<file path="config.mk">
export PLATFORM = sky130hd
export DESIGN_NAME = switch_debounce_4
export DESIGN_NICKNAME = d
export VERILOG_FILES = /design/src/rtl/switch_debounce_4.sv
export SDC_FILE = /design/constraint.sdc
export NUM_CORES = 1
export LEC_CHECK = 0
export CAP_MARGIN = 5
export CORE_ASPECT_RATIO = 0.9
export CORE_UTILIZATION = 50
export CTS_BUF_LIST = sky130_fd_sc_hd__clkbuf_4
export CTS_CLUSTER_DIAMETER = 100
export DETAILED_ROUTE_END_ITERATION = 10
export PLACE_DENSITY = 0.67
export SETUP_SLACK_MARGIN = 0.15
export SLEW_MARGIN = 0
export SYNTH_ARGS = -nofsm -noshare
export SYNTH_HDL_FRONTEND = slang
export SYNTH_SLANG_ARGS = --single-unit
export TNS_END_PERCENT = 10
</file>
<file path="constraint.sdc">
create_clock -name i_Clk -period 3.8 [get_ports i_Clk]
set_input_delay 0.76 -clock i_Clk [delete_from_list [all_inputs] [get_ports i_Clk]]
set_output_delay 0.76 -clock i_Clk [all_outputs]
set_load 0.02 [all_outputs]
</file>
<file path="src/rtl/switch_debounce_4.sv">
// -----------------------------------------------------------------------------
// switch_debounce_4
//
// Four-channel push-switch debouncer. Each raw, asynchronous, bouncy switch
// input passes through a 2-flop synchroniser and then a stability counter.
// A change is only accepted once the synchronised input has differed from
// the current stable level for DEBOUNCE_LIMIT consecutive cycles. Any return
// to the stable level throws the partial count away.
// A debounced 0->1 transition also raises a registered one-cycle press pulse.
//
// Parameters
//   DEBOUNCE_LIMIT  cycles a change must persist before it is accepted (>= 2)
//
// Ports
//   i_Clk        in   1  system clock, all logic on the rising edge
//   i_Rst_L      in   1  synchronous reset, active-low
//   i_Switch_1   in   1  raw switch 1 (asynchronous, bouncy)
//   i_Switch_2   in   1  raw switch 2
//   i_Switch_3   in   1  raw switch 3
//   i_Switch_4   in   1  raw switch 4
//   o_Switch_1   out  1  debounced level, switch 1
//   o_Switch_2   out  1  debounced level, switch 2
//   o_Switch_3   out  1  debounced level, switch 3
//   o_Switch_4   out  1  debounced level, switch 4
//   o_Press      out  4  bit n-1 pulses for one cycle when o_Switch_n goes 0->1
// -----------------------------------------------------------------------------
module switch_debounce_4 #(
    parameter int DEBOUNCE_LIMIT = 250000
) (
    input  logic       i_Clk,
    input  logic       i_Rst_L,
    input  logic       i_Switch_1,
    input  logic       i_Switch_2,
    input  logic       i_Switch_3,
    input  logic       i_Switch_4,
    output logic       o_Switch_1,
    output logic       o_Switch_2,
    output logic       o_Switch_3,
    output logic       o_Switch_4,
    output logic [3:0] o_Press
);

    // Counter width follows from the limit; the count tops out at
    // DEBOUNCE_LIMIT-1, which always fits in $clog2(DEBOUNCE_LIMIT) bits.
    localparam int CNT_W = $clog2(DEBOUNCE_LIMIT);
    localparam logic [CNT_W-1:0] CNT_MAX = CNT_W'(DEBOUNCE_LIMIT - 1);

    logic [3:0] raw;
    logic [3:0] level;
    logic [3:0] press;

    assign raw = {i_Switch_4, i_Switch_3, i_Switch_2, i_Switch_1};

    generate
        for (genvar n = 0; n < 4; n++) begin : g_chan
            logic             sync1;
            logic             sync2;
            logic             stable;
            logic             pulse;
            logic [CNT_W-1:0] cnt;
            logic             differs;
            logic             commit;

            // The change is committed on the edge where the count has already
            // reached its ceiling and the input still disagrees.
            always_comb begin
                differs = (sync2 != stable);
                commit  = differs && (cnt == CNT_MAX);
            end

            // Synchroniser, stability counter, stable level and press pulse.
            // The pulse is registered on the same edge that commits a 1, so it
            // is high exactly in the first cycle the new level is visible.
            always_ff @(posedge i_Clk) begin
                if (!i_Rst_L) begin
                    sync1  <= 1'b0;
                    sync2  <= 1'b0;
                    stable <= 1'b0;
                    pulse  <= 1'b0;
                    cnt    <= '0;
                end else begin
                    sync1 <= raw[n];
                    sync2 <= sync1;
                    pulse <= commit && sync2;
                    if (!differs) begin
                        cnt <= '0;
                    end else if (commit) begin
                        stable <= sync2;
                        cnt    <= '0;
                    end else begin
                        cnt <= cnt + CNT_W'(1);
                    end
                end
            end

            assign level[n] = stable;
            assign press[n] = pulse;
        end
    endgenerate

    assign o_Switch_1 = level[0];
    assign o_Switch_2 = level[1];
    assign o_Switch_3 = level[2];
    assign o_Switch_4 = level[3];
    assign o_Press    = press;

endmodule
</file>
# Yosys cells after proc, flatten, opt, wreduce, memory -nomap -nowiden
# Index checks and enable logic that the tools add are counted.
# totals
register_bits	88
latch_bits	0
ramBits	0
mem_bits_ro	0
in_bits	6
wordCells	53
n_memories	0
# classes
addsub	4
n_mul	0
div_mod_pow	0
n_lt_le_gt_ge	0
eq_ne	8
shift	0
mux	0
bitwise_logic	5
reduce_logical	16
# op_table
operator	n
18-bit by 1-bit adder with 18-bit output, second input constant	4
18-bit equality test, second input constant	4
3-bit OR reduction	4
1-bit logical AND	8
2-bit AND reduction	4
1-bit inverter	5
1-bit != test	4

# Depth between registers and ports, before layout
# logic_depth
ltp_word	3
mapped_depth	6
ltp_nobuf	5

# Worst setup path after synthesis
# No wires, ideal clock.
# synth_path
kind	reg2reg
startpoint	register g_chan[1].cnt[0]
endpoint	register g_chan[1].cnt[10]
setup_ns	0.115
t_arrival_ns	1.751
t_required_ns	3.685
slack_ns	1.933
path_stages_with_launch	7
n_path_buf	1
period_less_slack_ns	1.867
path_cell_list	dfxtp_1 ha_1 nand3_1 or4_4 o211ai_4 buf_6 nor2_2
# synth_via
elab_chain_cells	3
# synth_rtl
element	line	rtl
start: declaration	60	logic [CNT_W-1:0] cnt;
start signal: assignment	91	cnt <= cnt + CNT_W'(1);
parallel branches: the longest is 3 deep, another holds 18-bit by 1-bit adder with 18-bit output	--	
# Parallel ways; which one is timed is not known.
# A chain may end at the register's enable or synchronous reset.

# Worst setup path in the final report
# layout_path
startpoint	register g_chan[3].stable, in the netlist o_Switch_4
endpoint	output o_Switch_4
# layout_lines
element	line	rtl
start: declaration	58	logic stable;
start signal: assignment	88	stable <= sync2;
end: declaration	39	output logic o_Switch_4,
# No word-level cell between the ends.

==> metrics.txt <==
# TYPE chip_impl_metric gauge
chip_impl_info{name="status",value="completed"} 1
chip_impl_info{name="mostFrequentLayoutCell",value="dfxtp_1"} 1
chip_impl_metric{name="hpwlAfterDp",unit="um"} 4620
chip_impl_metric{name="timing.reg2reg.setup_slack",unit="ns"} 1.58
chip_impl_info{name="critical_path.cell_chain",value="clkdlybuf4s50_1"} 1
chip_impl_info{name="critical_path.endpoint_type",value="primary output"} 1
chip_impl_metric{name="ant_nets",unit=""} 0
chip_impl_metric{name="synth_area_per_cell",unit="um2"} 9.26
chip_impl_metric{name="aggregate_negative_setup_slack",unit="ns"} 0
chip_impl_metric{name="num_rows",unit=""} 30
chip_impl_info{name="grt_setup_unrepaired",value="no"} 1
chip_impl_metric{name="max_clock_freq",unit="MHz"} 447
chip_impl_metric{name="timing.slew.headroom",unit="%"} 44.0
chip_impl_metric{name="grt_util_all_layers",unit="%"} 18.3
chip_impl_metric{name="nNetsFinal",unit=""} 445
chip_impl_metric{name="drt-pass1-iter-count",unit=""} 5
chip_impl_info{name="endpoint",value="o_Switch_4"} 1
chip_impl_metric{name="grt_first_pass_wirelength",unit="um"} 11900
chip_impl_metric{name="die_area",unit="um2"} 8210
chip_impl_metric{name="fin_worst_hold_slack",unit="ns"} 0.445
chip_impl_info{name="r2r_end",value="g_chan[0].cnt[14]$_SDFF_PP0_"} 1
chip_impl_metric{name="first_iter_violations",unit=""} 71
chip_impl_metric{name="n_fill_cell",unit=""} 714
chip_impl_metric{name="clock_insertion_delay_worst_skew",unit="ns"} 0.42
chip_impl_metric{name="via_count",unit=""} 2822
chip_impl_metric{name="cts_num_sinks",unit=""} 88
chip_impl_metric{name="power_report.internal_total",unit="mW"} 1.07
chip_impl_info{name="clock_tree_root_buffer_cell",value="clkbuf_4"} 1
chip_impl_metric{name="yosysTopAreaCellShare",unit="%"} 44.9
chip_impl_metric{name="critPathMaxStageDelay",unit="ns"} 0.66
chip_impl_metric{name="worstSetupPathDepth",unit=""} 1
chip_impl_metric{name="worst_clock_skew",unit="ns"} 0.0159
chip_impl_metric{name="start_util",unit="%"} 51.8
chip_impl_info{name="cts_tree",value="done"} 1
chip_impl_metric{name="power.switching",unit="mW"} 0.301
chip_impl_metric{name="worstRegToRegCells",unit=""} 5
chip_impl_info{name="reg2reg_from",value="g_chan[0].cnt[0]$_SDFF_PP0_"} 1
chip_impl_metric{name="netlist-cell-type-count",unit=""} 43
chip_impl_info{name="hp-class",value="flip-flop to flip-flop"} 1
chip_impl_metric{name="antenna_found_initial",unit=""} 0
chip_impl_metric{name="yosysWarnings",unit=""} 0
chip_impl_metric{name="ir_drop",unit="uV"} 134
chip_impl_metric{name="min_period_over_period",unit="%"} 58.9
chip_impl_metric{name="crit_path_time_final",unit="ns"} 2.24
chip_impl_metric{name="area.growth.synth_to_final",unit="%"} 6.76
chip_impl_metric{name="dpl.cell_count",unit=""} 520
chip_impl_metric{name="p_leak",unit="nW"} 1.23
chip_impl_metric{name="post_cts_setup_inserts",unit=""} 0
chip_impl_metric{name="cts_buffer_depth",unit=""} 2
chip_impl_metric{name="buffering_stage_count_on_the_worst_path_with_inverters_included",unit=""} 1
chip_impl_metric{name="postSynthRegisterBits",unit=""} 88
chip_impl_metric{name="vias_per_cell",unit=""} 5.27
chip_impl_metric{name="route.final.wire_length",unit="um"} 6600
chip_impl_metric{name="worst_pin_slew",unit="ns"} 0.837
chip_impl_metric{name="num_io_pins",unit=""} 14
chip_impl_metric{name="synth_edf_count",unit=""} 0
chip_impl_metric{name="timing_max_transition_violations_final",unit=""} 0
chip_impl_metric{name="worst_slack",unit="ns"} 1.56
chip_impl_metric{name="cts_made_buffers",unit=""} 9
chip_impl_metric{name="instances_no_fill",unit=""} 535
chip_impl_metric{name="grt_pass1_vias",unit=""} 2634
chip_impl_metric{name="power.density",unit="nW/um2"} 327
chip_impl_metric{name="die_width",unit="um"} 95.4
chip_impl_metric{name="power.clock.fraction",unit="%"} 30.4
chip_impl_info{name="synth_top_cell_by_area",value="dfxtp_1"} 1
chip_impl_metric{name="power.combinational.fraction",unit="%"} 1.7
chip_impl_info{name="top_cells_by_area_in_the_synthesized_netlist",value="dfxtp_1, xnor2_1, nor2_1"} 1
chip_impl_metric{name="floorplan.core_area",unit="um2"} 7580
chip_impl_info{name="timing.setup.critical_path_class",value="flip-flop to primary output"} 1
chip_impl_metric{name="arrival_time_of_data_at_the_critical_path_endpoint",unit="ns"} 1.48
chip_impl_metric{name="post_route_cells_drive_above_1_share",unit="%"} 9.34
chip_impl_metric{name="pre_cts_ws",unit="ns"} 1.27
chip_impl_info{name="category_of_cells_accounting_for_the_largest_share_of_critical_path_delay",value="buffers and inverters"} 1
chip_impl_metric{name="cts.clk_slew.worst_paths",unit="ns"} 0.12
chip_impl_metric{name="place.port_buffers",unit=""} 13
chip_impl_metric{name="drcViolationCount",unit=""} 0
chip_impl_metric{name="pin_count_of_the_biggest_net_entering_global_routing",unit=""} 23
chip_impl_metric{name="clock_tree.htree_level_count",unit=""} 3
chip_impl_info{name="worstSetupStartpointType",value="flip-flop"} 1
chip_impl_info{name="mostFrequentLayoutCells",value="dfxtp_1, nor2_1, xnor2_1"} 1
chip_impl_metric{name="post_cts.resized_instances",unit=""} 0
chip_impl_metric{name="die_height",unit="um"} 86.1
chip_impl_metric{name="p_sw_share",unit="%"} 21.9
chip_impl_metric{name="ys_seq_area_share",unit="%"} 44.9
chip_impl_metric{name="place.gp.congestion",unit=""} 0.792
chip_impl_metric{name="power_frac_seq",unit="%"} 67.9
chip_impl_metric{name="routedWlPerCell",unit="um"} 12.3
chip_impl_metric{name="max-cap-violations",unit=""} 0
chip_impl_metric{name="netlist_instances",unit=""} 424
chip_impl_metric{name="hold_buffers",unit=""} 0
chip_impl_info{name="postSynth.topFlopCell",value="dfxtp_1"} 1
chip_impl_metric{name="syn_area",unit="um2"} 3930
chip_impl_metric{name="data_required_time_of_the_worst_path",unit="ns"} 3.04
chip_impl_metric{name="post_dp_cell_area",unit="um2"} 4090
chip_impl_metric{name="grt_remaining_overflow",unit=""} 0
chip_impl_metric{name="syn_nets",unit=""} 434
chip_impl_metric{name="setup_viol",unit=""} 0
chip_impl_metric{name="timing.critical_path.fanout_max",unit=""} 4
chip_impl_info{name="master_of_the_slowest_instance_on_the_critical_path",value="clkdlybuf4s50_1"} 1
chip_impl_metric{name="async_reset_ff_share",unit="%"} 0
chip_impl_metric{name="antennaDiodeCount",unit=""} 0
chip_impl_metric{name="report.final.hold_viol_count",unit=""} 0
chip_impl_info{name="crit_path_start",value="o_Switch_4$_SDFFE_PN0P_"} 1
chip_impl_metric{name="final_cell_area",unit="um2"} 4190
## power by group through the flow
| stage | combinational, mW | clock (mW) | sequential [mW] |
|---|---|---|---|
| 6_report | 0.0228 | 0.417 | 0.931 |
| 5_1_grt | 0.0259 | 0.475 | 0.932 |
| 4_1_cts | 0.0234 | 0.441 | 0.931 |
| 3_5_place_dp | 0.0233 | 0 | 0.951 |
| 3_3_place_gp | 0.0231 | 0 | 0.951 |
| 2_1_floorplan | 0.0162 | 0 | 0.951 |
## area by class of cell
cell class | instances | area (um2) | area share, %
multi-input combinational | 309 | 2030 | 48.4
inverter | 14 | 52.6 | 1.25
clock buffer | 10 | 75.1 | 1.79
clock inverter | 5 | 25.0 | 0.597
timing repair buffer | 13 | 130 | 3.10
tap | 96 | 120 | 2.87
sequential | 88 | 1760 | 42.0
## how the worst min path moves through the flow
| stage | start | end | slack [ns] | cells after the start |
|---|---|---|---|---|
| 3_3_place_gp | g_chan[2].sync1$_SDFF_PN0_ | g_chan[2].sync2$_SDFF_PN0_ | 0.41 | 1 |
| 2_1_floorplan | g_chan[0].sync1$_SDFF_PN0_ | g_chan[0].sync2$_SDFF_PN0_ | 0.41 | 1 |
| 5_1_grt | g_chan[3].sync1$_SDFF_PN0_ | g_chan[3].sync2$_SDFF_PN0_ | 0.47 | 1 |
| 6_report | g_chan[1].sync1$_SDFF_PN0_ | g_chan[1].sync2$_SDFF_PN0_ | 0.44 | 1 |
| 4_1_cts | g_chan[1].sync1$_SDFF_PN0_ | g_chan[1].sync2$_SDFF_PN0_ | 0.45 | 1 |
| 3_5_place_dp | g_chan[2].sync1$_SDFF_PN0_ | g_chan[2].sync2$_SDFF_PN0_ | 0.42 | 1 |
## metal layers
| metal | GRT usage [%] | part of all wire [%] |
|---|---|---|
| met5 | 0 | 0 |
| met1 | 24.7 | 50 |
| met4 | 6.11 | 1.1 |
| met3 | 5.85 | 3.5 |
| met2 | 27.7 | 45 |
## logic make-up after synthesis
family                   count (synthesis)  share of synthesized area (%)
AO/OA/AOI/OAI                           17                           3.86
XOR/XNOR                                62                           13.8
adder cells (fa/ha/maj)                  4                           1.27
buffers and inverters                   27                           3.51
flip-flops                              88                           44.9
multiplexers                             4                           1.02
AND/OR/NAND/NOR                        222                           31.6
## Yosys cell counts, drive strengths merged (6+ instances only)
| library cell | instances |
|---|---|
| inv | 14 |
| xor2 | 16 |
| dfxtp | 88 |
| and2 | 10 |
| buf | 10 |
| nor3 | 16 |
| or4 | 7 |
| nand4 | 17 |
| o21ai | 6 |
| nor4 | 25 |
| nand3 | 27 |
| or3 | 6 |
| xnor2 | 46 |
| nor2 | 73 |
| nor4b | 6 |
| nand2 | 25 |
| a21oi | 6 |
## sequential cells by signal (all words and copies together), names as in the netlist
| signal | cells |
|---|---|
| g_chan.cnt | 72 |
| g_chan.pulse | 4 |
| g_chan.sync1 | 4 |
| g_chan.sync2 | 4 |
| o_Switch_1 | 1 |
| o_Switch_2 | 1 |
| o_Switch_3 | 1 |
| o_Switch_4 | 1 |
## through the flow
| stage | util [%] | total power [mW] |
|---|---|---|
| 2_1_floorplan | - | 0.967 |
| 3_3_place_gp | 54.0 | 0.974 |
| 3_5_place_dp | 54.0 | 0.975 |
| 4_1_cts | 55.3 | 1.40 |
| 5_1_grt | 55.3 | 1.43 |
| 6_report | 55.3 | 1.37 |
Power figures use the tool's default switching activity.
==> edit: new RTL, config.mk and constraints unchanged <==
Set the parameter `DEBOUNCE_LIMIT` to 500000 (it was 250000).
--- a/src/rtl/switch_debounce_4.sv
+++ b/src/rtl/switch_debounce_4.sv
@@ -27,3 +27,3 @@
 module switch_debounce_4 #(
-    parameter int DEBOUNCE_LIMIT = 250000
+    parameter int DEBOUNCE_LIMIT = 500000
 ) (
Behaviour: same outputs for any inputs over 10 cycles, from zero or initial values and one cycle with i_Rst_L low; that may be too few to reach the edited logic, so the function may still have changed.
==> edit against the original RTL <==
Sequential share of layout area rose by 0.33 points; wire length increased by 4.5%; total power increased by 15%; combinational power shrank 2%; via count rose by 7.7%; design area is 3.7% higher; sequential cell count rose by 4; area after synthesis rose by 2.5%; register-to-register slack got worse by 0.03 ns; setup slack worse by 0.015 ns; critical endpoint is now g_chan[0].cnt[9].
==> edit: results (changes against the original RTL) <==
globalplace.congestion: 0.829  # was 0.792
criticalPathCategory: "flip-flop to flip-flop"  # was flip-flop to primary output
grt_pass1_wl_um: 12100  # was 11900 um
num-nets-final: 471  # was 445
synth.area.top_cells: "dfxtp_1 46%, xor2_1 7.6%, nor2_1 5.3%"  # was dfxtp_1 45%, xnor2_1 10%, nor2_1 6.0%
finalInstanceArea_um2: 4350  # was 4190 um2
routed-via-count: 3038  # was 2822
dp_hpwl_um: 4730  # was 4620 um
num-fill-cells: 713  # was 714
drtPass1Iterations: 4  # was 5
hold_path_startpoint: "g_chan[3].cnt[0]"  # was g_chan[1].sync1
tightest_slew_ns: 0.782  # was 0.837 ns
ir_worst_vdd_uv: 159  # was 134 uV
worst_clock_skew_ns: 0.0130  # was 0.0159 ns
ys_seq_area_share_pct: 45.8  # was 44.9%
path_max_fanout: 17  # was 4
static_leakage_nw: 1.37  # was 1.23 nW
largest_register_ff_count: 76  # was 72
synth.cells.most_frequent: "92 x dfxtp_1, 57 x nor2_1, 35 x xor2_1"  # was 88 x dfxtp_1, 63 x nor2_1, 46 x xnor2_1
grt_max_degree: 20  # was 23
synth_compound_gate_area_share_pct: 8.42  # was 3.86%
switchingPower_w: 0.000328  # was 0.000301 W
clkSlewWorstSetupHoldPaths_ns: 0.14  # was 0.12 ns
postSynthNetCount: 462  # was 434
outcome: "complete, no violations"  # unchanged
synthAdderAreaFrac_pct: 1.24  # was 1.27%
crit-reg2reg-launch: "g_chan[0].cnt[14]"  # was g_chan[0].cnt[0]
placed_area_um2: 4190  # was 4090 um2
drt_first_iter_violations: 73  # was 71
post-cts-setup-buffers: 0  # unchanged
cp.arrival_ns: 2.54  # was 1.48 ns
post_synthesis_xor_xnor_area_fraction_pct: 10.9  # was 13.8%
synth_cell_type_count: 39  # was 43
==> edit: cell count changes after synthesis, sizes merged, moves of 11 or more <==
cell	change
nor3	-11
nor4	-18
xnor2	-31
a21oi	+20
o21ai	+11
xor2	+19
nor2	-16
==> edit: power by group through the flow <==
stage               clock (W)  sequential (W)  combinational (W)
finish               0.000582        0.000973          0.0000224
global placement            0        0.000994          0.0000228
CTS                  0.000606        0.000973          0.0000232
floorplan                   0        0.000993          0.0000148
global route         0.000645        0.000974          0.0000254
detailed placement          0        0.000994          0.0000229
==> edit: worst max-delay path: stages, from the launching register on <==
cell and delay (ns):
dfxtp_1 0.36, or4_1 0.57, or4_1 0.52, o21bai_2 0.55, nor2_1 0.12
==> edit: stage by stage <==
step | std cells | setup WS (ns) | hold WS, ns | total power, W
4_1_cts | 562 | 1.52 | 0.453 | 0.00160
5_1_grt | 562 | 1.34 | 0.474 | 0.00164
6_report | 562 | 1.55 | 0.449 | 0.00158
3_5_place_dp | 546 | 1.39 | 0.420 | 0.00102
2_1_floorplan | 452 | 1.86 | 0.412 | 0.00101
3_3_place_gp | 546 | 1.42 | 0.416 | 0.00102
==> edit: worst paths after layout <==
kind                                    endpoint  depth (start not counted)  slack (ns)
worst min register to register  g_chan[3].cnt[0]                          1        0.45
worst max-delay path            g_chan[0].cnt[9]                          4        1.55
worst max register to register  g_chan[0].cnt[9]                          4        1.55
worst min-delay path            g_chan[3].cnt[0]                          1        0.45
==> edit: layout make-up <==
type | instances | area share (%)
repair buffers | 13 | 2.99
inverters | 14 | 1.21
flip-flops and latches | 92 | 42.4
well taps | 96 | 2.76
multi-input cells | 331 | 47.1
clock inverters | 6 | 1.81
clock buffers | 10 | 1.73
==> edit: cell families (layout without fill, tap and decap cells) <==
kind of cell,after synthesis,count (layout)
compound gates,56,56
xor+xnor,50,50
fa+ha+maj,4,4
buf+inv,29,43
flops,92,92
simple gates,221,221
==> edit: layer usage <==
metal,vias up,wire [um],GRT usage (%),share of wire (%)
met4,0,78,5.88,1.1
met1,1384,3570,24.6,52
met5,-,0,0,0
met3,8,199,5.24,2.9
li1,1620,-,-,-
met2,26,3050,28.3,44
